File: config.mk
export PLATFORM = sky130hd
export DESIGN_NAME = mod_counter
export DESIGN_NICKNAME = d
export VERILOG_FILES = /design/src/rtl/mod_counter.sv
export SDC_FILE = /design/constraint.sdc
export NUM_CORES = 1
export LEC_CHECK = 0
export ABC_AREA = 1
export BUFFER_PORTS_ARGS = -buffer_cell sky130_fd_sc_hd__buf_4
export CAP_MARGIN = 40
export CORE_MARGIN = 2
export CORE_UTILIZATION = 27
export CTS_CLUSTER_SIZE = 8
export DETAILED_ROUTE_END_ITERATION = 8
export HOLD_SLACK_MARGIN = 0.05
export PLACE_DENSITY_LB_ADDON = 0.15
export SYNTH_ARGS = -nofsm -noshare
export SYNTH_HDL_FRONTEND = slang
export SYNTH_SLANG_ARGS = --single-unit
File: constraint.sdc
create_clock -name clk -period 2.7 [get_ports clk]
set_clock_uncertainty 0.1 [all_clocks]
set_input_delay 0.27 -clock clk [delete_from_list [all_inputs] [get_ports clk]]
set_output_delay 0.27 -clock clk [all_outputs]
set_load 0.005 [all_outputs]
File: src/rtl/mod_counter.sv
// Modulo-N up/down counter with enable prescaler, synchronous clamped load,
// optional saturation at the range limits and a registered terminal-step pulse.
module mod_counter #(
    parameter int WIDTH    = 4,
    parameter int MODULUS  = 10,
    parameter int PRESCALE = 1,
    parameter int SATURATE = 0
) (
    input  logic             clk,
    input  logic             reset,
    input  logic             en,
    input  logic             up,
    input  logic             load,
    input  logic [WIDTH-1:0] load_val,
    output logic [WIDTH-1:0] count,
    output logic             wrap,
    output logic             at_max,
    output logic             at_zero
);
    localparam int               PW       = (PRESCALE > 1) ? $clog2(PRESCALE) : 1;
    localparam logic [WIDTH-1:0] MAX_VAL  = WIDTH'(MODULUS - 1);
    localparam logic [PW-1:0]    PRE_LAST = PW'(PRESCALE - 1);

    logic [WIDTH-1:0] count_q, count_d;
    logic [PW-1:0]    pre_cnt_q, pre_cnt_d;
    logic             wrap_q, wrap_d;
    logic             tick;
    logic             terminal;
    logic [WIDTH-1:0] step_val;

    assign tick     = en && (pre_cnt_q == PRE_LAST);
    assign terminal = up ? (count_q == MAX_VAL) : (count_q == '0);

    // Next value in modulo-MODULUS arithmetic, so MODULUS < 2**WIDTH never leaks out of range.
    always_comb begin
        step_val = count_q;
        if (up) begin
            step_val = terminal ? '0 : count_q + WIDTH'(1);
        end else begin
            step_val = terminal ? MAX_VAL : count_q - WIDTH'(1);
        end
    end

    always_comb begin
        count_d   = count_q;
        pre_cnt_d = pre_cnt_q;
        wrap_d    = 1'b0;
        if (load) begin
            count_d   = (load_val > MAX_VAL) ? MAX_VAL : load_val;
            pre_cnt_d = '0;
        end else if (en) begin
            pre_cnt_d = tick ? '0 : pre_cnt_q + PW'(1);
            if (tick) begin
                wrap_d = terminal;
                if (!((SATURATE != 0) && terminal)) begin
                    count_d = step_val;
                end
            end
        end
    end

    always_ff @(posedge clk or posedge reset) begin
        if (reset) begin
            count_q   <= '0;
            pre_cnt_q <= '0;
            wrap_q    <= 1'b0;
        end else begin
            count_q   <= count_d;
            pre_cnt_q <= pre_cnt_d;
            wrap_q    <= wrap_d;
        end
    end

    assign count   = count_q;
    assign wrap    = wrap_q;
    assign at_max  = (count_q == MAX_VAL);
    assign at_zero = (count_q == '0);

endmodule

Word level (Yosys, flattened, before mapping)
Cells that the tools add are included.
{"block": "op_classes", "mux": 14, "order_cmp": 1, "n_eq_ne": 1, "bitwise": 1, "n_addsub": 3, "n_reduce_logical": 5}
{"operator": "2-to-1 mux 4 bit", "count": 7}
{"operator": "2-to-1 mux 1 bit", "count": 7}
{"operator": "adder 4 x 1 -> 4 bit, second input constant", "count": 1}
{"operator": "== test 4 bit, second input constant", "count": 1}
{"operator": "> comparator 4 bit, second input constant", "count": 1}
{"operator": "zero test 4 bit", "count": 1}
{"operator": "nonzero test 2 bit", "count": 2}
{"operator": "subtractor 4 x 1 -> 4 bit, second input constant", "count": 1}
{"operator": "AND reduction 2 bit", "count": 1}
{"operator": "adder 1 bit, second input constant", "count": 1}
{"operator": "logical AND 1 bit", "count": 1}
{"operator": "inverter 1 bit", "count": 1}
{"block": "word_totals", "elab_cells": 28, "input_bits": 9, "regBits": 6}

Longest topological paths before layout
{"block": "depth", "word_depth": 7, "mapped_depth": 9, "depth_no_buf": 9}

Least setup slack after synthesis
No wires, ideal clock.
{"block": "synth_timing", "path_type": "register -> register", "startpoint": "reg count_q[0], in the netlist count[0]", "endpoint": "reg count_q[0], in the netlist count[0]", "t_arrival_ns": 1.163, "path_stages_with_launch": 8, "n_path_buf": 0, "period_less_slack_ns": 1.379, "path_slack_ns": 1.321, "t_required_ns": 2.484, "path_cell_list": "dfrtp_1 -> inv_1 -> ha_1 -> nand3_1 -> nand2_1 -> o21bai_1 -> nand2_1 -> nand2_1"}
{"block": "synth_via", "elab_chain_cells": 7}
{"element": "start: declaration", "line": "24", "rtl": "logic [WIDTH-1:0] count_q, count_d;"}
{"element": "start signal: assignment", "line": "68", "rtl": "count_q <= count_d;"}
{"element": "branches (longest 3 deep; another with subtractor 4 x 1 -> 4 bit)"}
{"element": "2-to-1 mux 4 bit *", "line": "37", "rtl": "if (up) begin"}
{"element": "2-to-1 mux 4 bit *", "line": "53", "rtl": "if (tick) begin"}
{"element": "2-to-1 mux 4 bit *", "line": "51", "rtl": "end else if (en) begin"}
{"element": "2-to-1 mux 4 bit *", "line": "48", "rtl": "if (load) begin"}
Mark *: on every way between the ends. The select of a mux whose other input is x is not followed.
A chain may end at the register's enable or synchronous reset.

Worst setup path in the final report
{"block": "layout_timing", "startpoint": "reg count_q[0], in the netlist count[0]", "endpoint": "out at_zero"}
{"block": "layout_via", "elab_chain_cells": 1}
{"element": "zero test 4 bit", "line": "77", "rtl": "assign at_zero = (count_q == '0);"}
{"element": "end: declaration", "line": "18", "rtl": "output logic at_zero"}
No other way between the ends.

==> metrics <==
setup violators final 0; Combinational Power Share 38.5%; final cell count without fillers 119; Slew Viols, Final 0; Tightest Pin Transition 295 ps; Clock Path Buffers 2; first-pass GRT wire length 1860 um; Internal 214 uW; DP Area 638 um2; final net count 108; critical path's top delay family flip-flops; core area 1750 um2; count of final hold-check violations 0; Net Sw Power 123 uW; Clk pwr share 24.6%; drt pass-1 iters 4; Pwr per Cell Area 502 nW/um2; final worst path period share 63.7%; Iter 0 DRT Violations 10; largest net degree at the start of global routing 10; Lkg Pwr 0.000378 uW; crit path kind reg2out; Worst Path Buf+Inv 2; Initial Util 29.0%; PortBufs 15; CTS Buf Count 3; CP Launch Type flip-flop; Sw Share 36.4%; Yosys warnings 0; Crit-path slowest cell dfrtp_1; crit-path max cell delay 480 ps; Yosys top cell by area dfrtp_1; Rel. slew slack 80.3%; Tmin final 1720 ps; I/O pin total 16; placed cells 115; GRT Residual Overflow 0; Post-Syn Area per Cell 6.65 um2; Die Area 2230 um2; CTS tree done; drt wl/cell 9.72 um; post-route standard cell area excluding fillers 671 um2; clk_lat worst skew 250 ps; element type at the critical path end primary output; Clock Sink Count 6; CP required 2330 ps; status complete, no violations; GRT Util Overall 12.4%; Fin Setup TNS 0 ps; Clock Root Buffer clkbuf_4; Tightest Hold Check Type in2reg; RSZ-0062 raised after global routing false; max_cap viols 0; max frequency 0.582 GHz; Crit Path Max Fanout 8; Detail Placement HPWL 919 um; routability cong. 0.729; Flop pwr share 36.9%; layout cells sized above 1 26.6%; # rows 15; FF+latch count, synth 6; Post-Syn Area 505 um2; VDD IR max 0.000315 V; Yosys cell types 20; top cells by area, synth dfrtp_1 30%, nand2_1 16%, inv_1 9.7%, ha_1 7.4%, nand3_1 6.9%; area delta synth->final 32.7%; total chip power 337 uW; Die Y 47.3 um; CP cell instances inv_1, ha_1, nand2_1, nor2_1, buf_4; post-synthesis sequential area ratio 29.7%; Mapped Cells 76; Synth Net Count 88; initial antenna violation count 0; vias in the first global route 432; antenna viol nets, final 0; Yosys top cell area share 29.7%; WHS 86.5 ps; CTS clk-pin slew, worst paths 40 ps; worst path arrival time 1350 ps; Post-route DRC 0; vias per inst 4.38; ant diodes 0; H-tree Lvls 1; die span in x 47.3 um; Vias 521; total detailed-routing wirelength 1160 um
==> cell families after synthesis <==
logic type | share of synthesized area [%]
AO/OA/AOI/OAI | 10.9
XOR/XNOR | 1.73
adder cells (fa/ha/maj) | 7.43
buffers and inverters | 12.6
flip-flops | 29.7
AND/OR/NAND/NOR | 37.6
==> Yosys cell counts <==
master / number
inv_1: 13
a21oi_2: 2
nand3_1: 7
xnor2_1: 1
a21boi_0: 1
ha_1: 3
nand4_1: 2
a22oi_1: 1
o21ai_0: 1
nor2_2: 2
a21oi_1: 2
nand2_2: 1
dfrtp_1: 6
nor3_1: 1
nor2_1: 7
nand3_2: 1
buf_6: 1
inv_2: 1
nand2_1: 22
o21bai_1: 1
==> worst paths after layout <==
check / from / endpoint / slack [ps] / cells past startpoint
worst min-delay path: en / pre_cnt_q / 90 / 2
max in group asynchronous: reset / count[1] / 1890 / 3
worst max-delay path: count[0] / at_zero / 980 / 5
worst max register to register: count[0] / count[0] / 1190 / 7
min in group asynchronous: reset / wrap / 410 / 3
worst min register to register: pre_cnt_q / pre_cnt_q / 390 / 2
==> final cells by class <==
cell class | instances | area [um2]
multi-input combinational | 55 | 292
fill | 194 | 1070
timing repair buffer | 16 | 123
sequential | 6 | 150
clock buffer | 3 | 22.5
tap | 25 | 31.3
inverter | 14 | 52.6
==> layout by cell type (no fill, tap or decap), types with 2 or more instances in the layout <==
cell type,Yosys,routed
ha_1,3,3
nor2_1,7,7
inv_1,13,13
nand3_1,7,7
a21oi_2,2,2
nand2_1,22,22
nor2_2,2,2
dfrtp_1,6,6
clkbuf_4,0,3
buf_4,0,15
nand4_1,2,2
a21oi_1,2,2
==> routing by layer <==
metal | global-route usage, % | share of wire, %
met1 | 16.7 | 47
met3 | 6.92 | 6.0
met4 | 1.67 | 0
met5 | 0 | 0
met2 | 17.8 | 47
==> per-stage QoR <==
stage | utilization, % | worst slack [ps]
3_5_place_dp | 36.6 | 1200
4_1_cts | 38.4 | 967
3_3_place_gp | 36.6 | 1200
6_report | 38.4 | 981
5_1_grt | 38.4 | 865
2_1_floorplan | - | 1320
==> power by group through the flow <==
stage / clock [uW] / sequential (uW) / combinational, uW
2_1_floorplan: 0 / 118 / 88.2
3_3_place_gp: 0 / 126 / 130
3_5_place_dp: 0 / 126 / 129
4_1_cts: 87.1 / 124 / 131
5_1_grt: 92.7 / 127 / 149
6_report: 82.8 / 124 / 130
==> what timing repair did <==
item,4_1_cts,5_1_grt
hold endpoints to repair,6,0
hold buffers,1,0
resized for setup,0,0
setup buffers,0,0
==> state kept, by name (all words and copies together) (netlist names) <==
signal / cells
count: 4
pre_cnt_q: 1
wrap: 1
(Power assumes the default switching activity.)
